--- config.mk ---
export PLATFORM = sky130hd
export DESIGN_NAME = axis_cpu_loader
export DESIGN_NICKNAME = d
export VERILOG_FILES = /design/src/rtl/axis_cpu_loader.sv
export SDC_FILE = /design/constraint.sdc
export NUM_CORES = 1
export LEC_CHECK = 0
export ABC_CLOCK_PERIOD_IN_PS = 4780
export CAP_MARGIN = 20
export CORE_ASPECT_RATIO = 0.5
export CORE_MARGIN = 2
export CORE_UTILIZATION = 45
export CTS_CLUSTER_SIZE = 10
export DETAILED_ROUTE_END_ITERATION = 8
export PLACE_DENSITY = 0.73
export SYNTH_ARGS = -nofsm -noshare
export SYNTH_HDL_FRONTEND = slang
export SYNTH_SLANG_ARGS = --single-unit
--- constraint.sdc ---
create_clock -name clk -period 4.78 [get_ports clk]
set_clock_uncertainty 0.05 [all_clocks]
set_input_delay 0.478 -clock clk [delete_from_list [all_inputs] [get_ports clk]]
set_output_delay 0.478 -clock clk [all_outputs]
set_load 0.005 [all_outputs]
--- src/rtl/axis_cpu_loader.sv ---
// axis_cpu_loader: takes configuration packets from an AXI-Stream port and writes them
// into the instruction memory, immediates table or jump-offset table, holding the CPU in reset meanwhile.
module axis_cpu_loader #(
    parameter int CODE_ADDR_WIDTH = 10
) (
    input  logic                       clk,
    input  logic                       rst,
    input  logic [31:0]                cfg_TDATA,
    input  logic                       cfg_TVALID,
    output logic                       cfg_TREADY,
    input  logic                       cfg_TLAST,
    output logic [CODE_ADDR_WIDTH-1:0] inst_mem_wr_addr,
    output logic [7:0]                 inst_mem_wr_data,
    output logic                       inst_mem_wr_en,
    output logic [3:0]                 imm_wr_addr,
    output logic [31:0]                imm_wr_data,
    output logic                       imm_wr_en,
    output logic [3:0]                 jmp_off_wr_addr,
    output logic [7:0]                 jmp_off_wr_data,
    output logic                       jmp_off_wr_en,
    output logic                       cpu_hold,
    output logic                       done,
    output logic                       err
);

    typedef enum logic [2:0] {
        IDLE,
        IMEM,
        UNPACK,
        IMM,
        JMP,
        DRAIN
    } state_t;

    localparam logic [CODE_ADDR_WIDTH-1:0] CODE_ONE = CODE_ADDR_WIDTH'(1);

    state_t state, state_n;

    logic [CODE_ADDR_WIDTH-1:0] code_addr, code_addr_n;
    logic [3:0]                 tbl_addr, tbl_addr_n;
    logic [23:0]                word_buf, word_buf_n;
    logic [1:0]                 byte_cnt, byte_cnt_n;
    logic                       last_word, last_word_n;
    logic                       release_pend, release_pend_n;
    logic                       done_pend, done_pend_n;

    logic                       tready_n;
    logic [CODE_ADDR_WIDTH-1:0] inst_addr_n;
    logic [7:0]                 inst_data_n;
    logic                       inst_en_n;
    logic [3:0]                 imm_addr_n;
    logic [31:0]                imm_data_n;
    logic                       imm_en_n;
    logic [3:0]                 jmp_addr_n;
    logic [7:0]                 jmp_data_n;
    logic                       jmp_en_n;
    logic                       hold_n;
    logic                       done_n;
    logic                       err_n;

    logic       accept;
    logic [1:0] target;
    logic       unused_tdata;

    assign accept       = cfg_TVALID & cfg_TREADY;
    assign target       = cfg_TDATA[31:30];
    assign unused_tdata = ^cfg_TDATA;

    always_ff @(posedge clk) begin
        if (rst) begin
            state <= IDLE;
        end else begin
            state <= state_n;
        end
    end

    // The final strobe of a packet arms release/done pending flags so that cpu_hold drops
    // and done pulses one cycle after that strobe is visible.
    always_comb begin
        state_n        = state;
        code_addr_n    = code_addr;
        tbl_addr_n     = tbl_addr;
        word_buf_n     = word_buf;
        byte_cnt_n     = byte_cnt;
        last_word_n    = last_word;
        release_pend_n = 1'b0;
        done_pend_n    = 1'b0;
        inst_addr_n    = inst_mem_wr_addr;
        inst_data_n    = inst_mem_wr_data;
        inst_en_n      = 1'b0;
        imm_addr_n     = imm_wr_addr;
        imm_data_n     = imm_wr_data;
        imm_en_n       = 1'b0;
        jmp_addr_n     = jmp_off_wr_addr;
        jmp_data_n     = jmp_off_wr_data;
        jmp_en_n       = 1'b0;
        hold_n         = cpu_hold;
        done_n         = done_pend;
        err_n          = err;

        if (release_pend) begin
            hold_n = 1'b0;
        end

        unique case (state)
            IDLE: begin
                if (accept) begin
                    code_addr_n = cfg_TDATA[CODE_ADDR_WIDTH-1:0];
                    tbl_addr_n  = cfg_TDATA[3:0];
                    if (cfg_TLAST) begin
                        if (target == 2'd3) begin
                            err_n = 1'b1;
                        end else begin
                            done_n = 1'b1;
                        end
                    end else begin
                        hold_n = 1'b1;
                        unique case (target)
                            2'd0: state_n = IMEM;
                            2'd1: state_n = IMM;
                            2'd2: state_n = JMP;
                            default: begin
                                state_n = DRAIN;
                                err_n   = 1'b1;
                            end
                        endcase
                    end
                end
            end

            IMEM: begin
                if (accept) begin
                    inst_en_n   = 1'b1;
                    inst_addr_n = code_addr;
                    inst_data_n = cfg_TDATA[7:0];
                    code_addr_n = code_addr + CODE_ONE;
                    word_buf_n  = cfg_TDATA[31:8];
                    last_word_n = cfg_TLAST;
                    byte_cnt_n  = 2'd0;
                    state_n     = UNPACK;
                end
            end

            UNPACK: begin
                inst_en_n   = 1'b1;
                inst_addr_n = code_addr;
                inst_data_n = word_buf[7:0];
                code_addr_n = code_addr + CODE_ONE;
                word_buf_n  = {8'h00, word_buf[23:8]};
                byte_cnt_n  = byte_cnt + 2'd1;
                if (byte_cnt == 2'd2) begin
                    if (last_word) begin
                        state_n        = IDLE;
                        release_pend_n = 1'b1;
                        done_pend_n    = 1'b1;
                    end else begin
                        state_n = IMEM;
                    end
                end
            end

            IMM: begin
                if (accept) begin
                    imm_en_n   = 1'b1;
                    imm_addr_n = tbl_addr;
                    imm_data_n = cfg_TDATA;
                    tbl_addr_n = tbl_addr + 4'd1;
                    if (cfg_TLAST) begin
                        state_n        = IDLE;
                        release_pend_n = 1'b1;
                        done_pend_n    = 1'b1;
                    end
                end
            end

            JMP: begin
                if (accept) begin
                    jmp_en_n   = 1'b1;
                    jmp_addr_n = tbl_addr;
                    jmp_data_n = cfg_TDATA[7:0];
                    tbl_addr_n = tbl_addr + 4'd1;
                    if (cfg_TLAST) begin
                        state_n        = IDLE;
                        release_pend_n = 1'b1;
                        done_pend_n    = 1'b1;
                    end
                end
            end

            DRAIN: begin
                if (accept && cfg_TLAST) begin
                    state_n        = IDLE;
                    release_pend_n = 1'b1;
                end
            end

            default: begin
                state_n = IDLE;
            end
        endcase

        tready_n = (state_n != UNPACK);
    end

    always_ff @(posedge clk) begin
        if (rst) begin
            code_addr        <= '0;
            tbl_addr         <= 4'd0;
            word_buf         <= 24'd0;
            byte_cnt         <= 2'd0;
            last_word        <= 1'b0;
            release_pend     <= 1'b0;
            done_pend        <= 1'b0;
            cfg_TREADY       <= 1'b1;
            inst_mem_wr_addr <= '0;
            inst_mem_wr_data <= 8'd0;
            inst_mem_wr_en   <= 1'b0;
            imm_wr_addr      <= 4'd0;
            imm_wr_data      <= 32'd0;
            imm_wr_en        <= 1'b0;
            jmp_off_wr_addr  <= 4'd0;
            jmp_off_wr_data  <= 8'd0;
            jmp_off_wr_en    <= 1'b0;
            cpu_hold         <= 1'b0;
            done             <= 1'b0;
            err              <= 1'b0;
        end else begin
            code_addr        <= code_addr_n;
            tbl_addr         <= tbl_addr_n;
            word_buf         <= word_buf_n;
            byte_cnt         <= byte_cnt_n;
            last_word        <= last_word_n;
            release_pend     <= release_pend_n;
            done_pend        <= done_pend_n;
            cfg_TREADY       <= tready_n;
            inst_mem_wr_addr <= inst_addr_n;
            inst_mem_wr_data <= inst_data_n;
            inst_mem_wr_en   <= inst_en_n;
            imm_wr_addr      <= imm_addr_n;
            imm_wr_data      <= imm_data_n;
            imm_wr_en        <= imm_en_n;
            jmp_off_wr_addr  <= jmp_addr_n;
            jmp_off_wr_data  <= jmp_data_n;
            jmp_off_wr_en    <= jmp_en_n;
            cpu_hold         <= hold_n;
            done             <= done_n;
            err              <= err_n;
        end
    end

endmodule
==> impl_metrics.ini, run 1 <==
[layout]
antenna_cells = 0
fill_cells = 905
post_route_cells_drive_above_1_share_pct = 6.410
non_filler_cells_final = 842
layout.nets = 730
mostFrequentLayoutCells = sky130_fd_sc_hd__nand2_1 (150), sky130_fd_sc_hd__dfxtp_1 (119), sky130_fd_sc_hd__clkdlybuf4s50_1 (107), sky130_fd_sc_hd__a21oi_1 (72), sky130_fd_sc_hd__nor2_1 (55)
syn2layout_area_growth_pct = 33.69
final_common_cell = sky130_fd_sc_hd__nand2_1
multi_input_comb_area_sq_um = 2261
sequential_standard_cell_area_sq_um = 2382

[drt]
route.detailed.drc = 0
drtPass1Iterations = 5
route.detailed.vias_per_inst = 5.398
vias = 4545
number_of_nets_with_antenna_violations_after_detailed_routing = 0
wl_per_cell_um = 15.46
finalWirelength_mm = 13.02
drtIter0Drc = 344

[placement]
gp_routability_congestion = 0.8760
dp.final_hpwl_mm = 8.413
cells_after_dpl = 812
numPortBuffers = 108

[synthesis]
yosysWarningCount = 0
synth_cell_type_count = 55
synth.mux.area_fraction_pct = 3.313
netlist.area_leader.share_pct = 48.90
synth.largest_area_cell = sky130_fd_sc_hd__dfxtp_1
share_of_synthesized_flip_flops_with_an_asynchronous_set_or_reset_pct = 0
synthAdderAreaFrac_pct = 0.7704
synth_top_family_by_area = simple AND/OR/NAND/NOR gates
synth-compound-area-share_pct = 18.54
ys_seq_elements = 119
postSynthAreaPerCell_sq_um = 8.067
synth.net_count = 643
synth-edff-count = 0
post_synthesis_cell_area_sq_um = 4872
dominantRegCellSynth = sky130_fd_sc_hd__dfxtp_1
xor_xnor_fraction_of_synth_area_pct = 0.1798
synth_simple_gate_area_share_pct = 23.50
synth-seq-area-share_pct = 48.90
ys_top_cells_by_area = sky130_fd_sc_hd__dfxtp_1 (49%), sky130_fd_sc_hd__nand2_1 (12%), sky130_fd_sc_hd__a21oi_1 (7.4%), sky130_fd_sc_hd__a311oi_1 (4.9%), sky130_fd_sc_hd__nor2_1 (4.4%)
synthCells = 604

[floorplan]
dieWidth_um = 151.2
boundaryPins = 109
die_area_sq_um = 11730
die_y_um = 77.58
row_count = 26
initial_utilization_pct = 46.95
coreArea_sq_um = 10380

[power_and_ir_drop]
static-leakage-power_nw = 2.321
power_per_cell_area_nw_per_um2 = 382.8
largest_voltage_drop_on_the_vdd_net_mv = 0.2567

[sta]
timing.final.hold_violations = 0
maxSlewViolCount = 0
maxClockFrequency_mhz = 385.9
rsz0062_at_grt = false
setup_total_negative_slack_ns = 0
final_period_minus_worst_setup_slack_ns = 2.591
final_min_period_over_clock_period_pct = 54.21
worst_pin_slew_ns = 1.002
finish_stage_setup_viols = 0
slew_headroom_pct = 33.16

[global_routing]
grt.total_usage_pct = 23.06
grt_start_max_net_pins = 75
first_pass_grt_wire_length_mm = 21.33
grt_antenna_before_repair = 0
number_of_global_route_vias_before_repair = 4122
grt-ovfl-total = 0

[clocking]
clock_path_buffers = 2
clkTransAtPathRegs_ns = 0.05
numCtsBuffers = 17
holdBufCountCts = 0
cts_resized = 0
cts_post_setup_buffers_inserted = 0
cts_htree_levels = 4
cts_sinks = 119
worst_skew_pair.late_latency_ns = 0.41
cts_root_buffer = sky130_fd_sc_hd__clkbuf_16
cts_tree = done

[worst_setup_path]
critical_path_required_ns = 5.00
setup.worst_path.end_class = flip-flop
r2r_setup_slack_ns = 2.19
crit_arrival_ns = 2.82
critPathLaunchType = flip-flop
crit_path_max_fanout = 74
r2r_cells = 6
path_class = flip-flop to flip-flop

[run_status]
status = finished clean

[flow_run]
timing.max_cap.violations = 0

[min_path]
worstHoldPathCells = 2
timing.hold.worst.class = flip-flop to flip-flop
==> cells by family (layout without fill, tap and decap cells) <==
group,Yosys count,count (layout)
adder cells (fa/ha/maj),3,3
flip-flops,119,119
XOR/XNOR,1,1
AO/OA/AOI/OAI,139,139
multiplexers,16,16
AND/OR/NAND/NOR,269,269
buffers and inverters,57,155
==> cells in the mapped netlist (2+ instances only) <==
cell,count
sky130_fd_sc_hd__mux2i_1,15
sky130_fd_sc_hd__a31oi_1,3
sky130_fd_sc_hd__or2_2,2
sky130_fd_sc_hd__o21a_1,2
sky130_fd_sc_hd__ha_1,3
sky130_fd_sc_hd__and2_1,2
sky130_fd_sc_hd__buf_2,13
sky130_fd_sc_hd__dfxtp_1,119
sky130_fd_sc_hd__nor3_1,3
sky130_fd_sc_hd__inv_1,10
sky130_fd_sc_hd__o21ai_0,5
sky130_fd_sc_hd__a311oi_1,27
sky130_fd_sc_hd__nor4_1,2
sky130_fd_sc_hd__nand3b_1,3
sky130_fd_sc_hd__o32ai_1,6
sky130_fd_sc_hd__a221oi_1,2
sky130_fd_sc_hd__nand3_1,29
sky130_fd_sc_hd__nand2b_1,6
sky130_fd_sc_hd__o21bai_1,2
sky130_fd_sc_hd__clkbuf_1,28
sky130_fd_sc_hd__a21oi_1,72
sky130_fd_sc_hd__a22oi_1,2
sky130_fd_sc_hd__and3b_1,2
sky130_fd_sc_hd__a21o_1,2
sky130_fd_sc_hd__nor2_1,57
sky130_fd_sc_hd__nand4_1,4
sky130_fd_sc_hd__o31a_1,2
sky130_fd_sc_hd__buf_1,5
sky130_fd_sc_hd__nand2_1,150
==> state kept, by name, indices dropped and copies added (netlist names), 2 cells and up <==
signal	flops
imm_wr_data	32
word_buf	24
code_addr	10
inst_mem_wr_addr	10
inst_mem_wr_data	8
jmp_off_wr_data	8
imm_wr_addr	4
jmp_off_wr_addr	4
tbl_addr	4
state	3
byte_cnt	2
==> metal layers <==
layer  vias up  part of all wire, %  GRT usage (%)
met5         -                    0              0
met3        17                  5.6          6.059
li1       2272                    -              -
met4         0                  1.2          7.290
met1      2128                   50          33.02
met2       128                   43          33.82
==> metrics by stage <==
step                hold WS [ns]  power (mW)  setup slack (ns)  instance area (sq um)  utilization, %
global route              0.4193       2.593             1.960                   6514           62.77
global placement          0.3883       1.355             2.013                   5979           57.62
CTS                       0.4048       2.508             2.210                   6514           62.77
detailed placement        0.3826       1.359             1.885                   5984           57.67
finish                    0.4004       2.493             2.189                   6514           62.77
floorplan                 0.3630       1.247             3.089                   4872               -
==> power by group <==
group | switching [mW] | internal, mW | total (mW) | leakage [nW]
combinational | 0.140 | 0.116 | 0.256 | 1.10
sequential | 0.0473 | 1.04 | 1.09 | 0.965
clock | 0.437 | 0.714 | 1.15 | 0.257
total | 0.624 | 1.87 | 2.49 | 2.32
==> worst paths after layout <==
kind                        startpoint                   endpoint
setup / recovery   state[2]$_SDFF_PP0_  code_addr[3]$_SDFFE_PP0P_
hold / removal    done_pend$_SDFF_PP0_            done$_SDFF_PP0_
setup reg to reg   state[2]$_SDFF_PP0_  code_addr[3]$_SDFFE_PP0P_
hold reg to reg   done_pend$_SDFF_PP0_            done$_SDFF_PP0_
==> area by class of cell <==
type                            instances  share of cell area [%]
Inverter                               10                  0.5763
Clock buffer                           20                   6.857
Clock inverter                         10                   1.268
Sequential cell                       119                   36.57
Tap cell                              140                   2.689
Timing Repair Buffer                  115                   17.33
Multi-Input combinational cell        428                   34.71
==> worst max-delay path, cell delays in order, from the launching register on <==
cell                       delay, ns
sky130_fd_sc_hd__dfxtp_1        0.86
sky130_fd_sc_hd__or3b_2         0.25
sky130_fd_sc_hd__buf_4          0.58
sky130_fd_sc_hd__o31ai_1        0.16
sky130_fd_sc_hd__buf_4          0.22
sky130_fd_sc_hd__nand2b_1       0.21
sky130_fd_sc_hd__o32ai_1        0.12
Power figures use the tool's default switching activity.
==> run 2, diff against run 1 <==
- ABC_CLOCK_PERIOD_IN_PS: 4780 -> 2200
- PLACE_DENSITY: 0.73 -> 0.75
- clock period: 4.78 -> 2.2 ns (I/O delays scaled with it)
==> run 2 against run 1 <==
Net effect: sequential power is 120% higher; power is 130% higher; fmax is 37% higher; critical endpoint is now state[0]$_SDFF_PP0_; register-to-register slack worse by 1.9 ns; count of clock-buffer cells in the layout is 2 higher; largest cell class unchanged; via count is 2.0% higher; final area is 2.9% higher; final cell count is 1.5% higher; sequential share of layout area is 1.0 points lower; global-route usage is 0.081 points higher; die area stayed put.
==> impl_metrics.ini, run 2 (same netlist as run 1, synthesis figures left out) <==
[floorplan]
dieWidth_um = 151.2
row_count = 26
die_area_sq_um = 11730
coreArea_sq_um = 10380
die_y_um = 77.58
initial_utilization_pct = 46.95
boundaryPins = 109

[layout]
fill_cells = 898
multi_input_comb_area_sq_um = 2261
final_common_cell = sky130_fd_sc_hd__nand2_1
final_core_utilization_pct = 64.60
largest_register_ffs = 32
largest_registers = imm_wr_data (32), word_buf (24)
design_area_sq_um = 6704
mostFrequentLayoutCells = sky130_fd_sc_hd__nand2_1 (150), sky130_fd_sc_hd__dfxtp_1 (119), sky130_fd_sc_hd__clkdlybuf4s50_1 (107), sky130_fd_sc_hd__a21oi_1 (72), sky130_fd_sc_hd__nor2_1 (55)
layout.nets = 742
syn2layout_area_growth_pct = 37.60
sequential_standard_cell_area_sq_um = 2382
top_register = imm_wr_data
post_route_cells_drive_above_1_share_pct = 7.972
antenna_cells = 0

[power_and_ir_drop]
largest_voltage_drop_on_the_vdd_net_mv = 0.5423
power_per_cell_area_nw_per_um2 = 853.4
netSwitchingFraction_pct = 23.85
power_report.internal_total_mw = 4.357
net-switching-power_mw = 1.364
p_comb_share_pct = 10.4
p_total_mw = 5.721
power_frac_seq_pct = 41.2
share_clk_of_total_power_pct = 48.4
static-leakage-power_nw = 2.417

[worst_setup_path]
crit_chain = or3b_2 -> buf_4 -> o311a_1 -> nor2_1
path_class = flip-flop to flip-flop
crit_arrival_ns = 2.18
worst_setup_path_startpoint = state[0]$_SDFF_PP0_
max_stage_delay_ns = 0.58
r2r_cells = 4
critPathLaunchType = flip-flop
setup.worst_path.end_class = flip-flop
worst_r2r_startpoint = state[0]$_SDFF_PP0_
worstPathBufferInverterCount = 1
critical-path-top-delay-family = simple AND/OR/NAND/NOR gates
crit_path_max_fanout = 44
r2r_setup_slack_ns = 0.32
r2r-end = state[0]$_SDFF_PP0_
critPathSlowestCell = sky130_fd_sc_hd__or3b_2
critical_path_required_ns = 2.49

[drt]
route.detailed.vias_per_inst = 5.422
finalWirelength_mm = 13.31
wl_per_cell_um = 15.56
vias = 4636
drtPass1Iterations = 5
drtIter0Drc = 402
number_of_nets_with_antenna_violations_after_detailed_routing = 0
route.detailed.drc = 0

[placement]
place_area_sq_um = 6115
numPortBuffers = 108
gp_routability_congestion = 0.8580
dp.final_hpwl_mm = 8.817

[global_routing]
grt-ovfl-total = 0
grt_antenna_before_repair = 0
grt.total_usage_pct = 23.14
number_of_global_route_vias_before_repair = 4390
first_pass_grt_wire_length_mm = 21.50
grt_start_max_net_pins = 74

[clocking]
cts_resized = 0
holdBufCountCts = 0
clock_path_buffers = 2
cts_post_setup_buffers_inserted = 0
cts_root_buffer = sky130_fd_sc_hd__clkbuf_16
cts_htree_levels = 4
numCtsBuffers = 17
worst_skew_pair.late_latency_ns = 0.41
cts_tree = done
cts_sinks = 119
clkTransAtPathRegs_ns = 0.05

[min_path]
hp-start = rst
worstHoldPathCells = 2
worst_hold_path.endpoint = release_pend$_SDFF_PP0_
timing.hold.worst.class = input port to flip-flop

[sta]
rsz0062_at_grt = false
timing.final.hold_violations = 0
maxClockFrequency_mhz = 530.6
final_period_minus_worst_setup_slack_ns = 1.885
slew_headroom_pct = 65.82
setup_total_negative_slack_ns = 0
timing.hold.ws_ns = 0.2076
maxSlewViolCount = 0
final_min_period_over_clock_period_pct = 85.66
worst_pin_slew_ns = 0.5127
finish_stage_setup_viols = 0

[run_status]
status = finished clean

[flow_run]
timing.max_cap.violations = 0
[run 2: power groups by stage]
stage	Combinational [mW]	Sequential, mW	Clock (mW)
floorplan	0.341	2.37	0
global placement	0.582	2.39	0
detailed placement	0.588	2.39	0
CTS	0.594	2.35	2.80
global route	0.655	2.36	2.90
finish	0.597	2.35	2.77
[run 2: per-stage QoR]
step | setup slack (ns) | std cells
after floorplan | 0.5090 | 604
after global placement | 0.2780 | 824
after detailed placement | 0.2109 | 824
after CTS | 0.3397 | 855
after global routing | 0.2448 | 855
final | 0.3154 | 855
[run 2: cell type report]
type | instances | area share (%)
well taps | 140 | 2.613
flip-flops and latches | 119 | 35.54
repair buffers | 127 | 18.78
inverters | 10 | 0.5599
clock inverters | 9 | 1.866
clock buffers | 22 | 6.924
multi-input cells | 428 | 33.73
[run 2: how the worst max path moves through the flow]
stage,to,slack (ns),cells past startpoint
global placement,inst_mem_wr_data[7]$_SDFFE_PP0P_,0.28,6
floorplan,tbl_addr[0]$_SDFFE_PP0P_,0.51,6
global route,state[0]$_SDFF_PP0_,0.24,4
finish,state[0]$_SDFF_PP0_,0.32,4
CTS,state[0]$_SDFF_PP0_,0.34,4
detailed placement,word_buf[9]$_SDFFE_PP0P_,0.21,6
[run 2: layer usage]
layer / track usage, % / vias up / wire (um)
li1: - / 2300 / -
met1: 30.67 / 2194 / 6286
met2: 36.27 / 124 / 6111
met3: 5.647 / 18 / 709
met4: 9.439 / 0 / 200
met5: 0 / - / 0
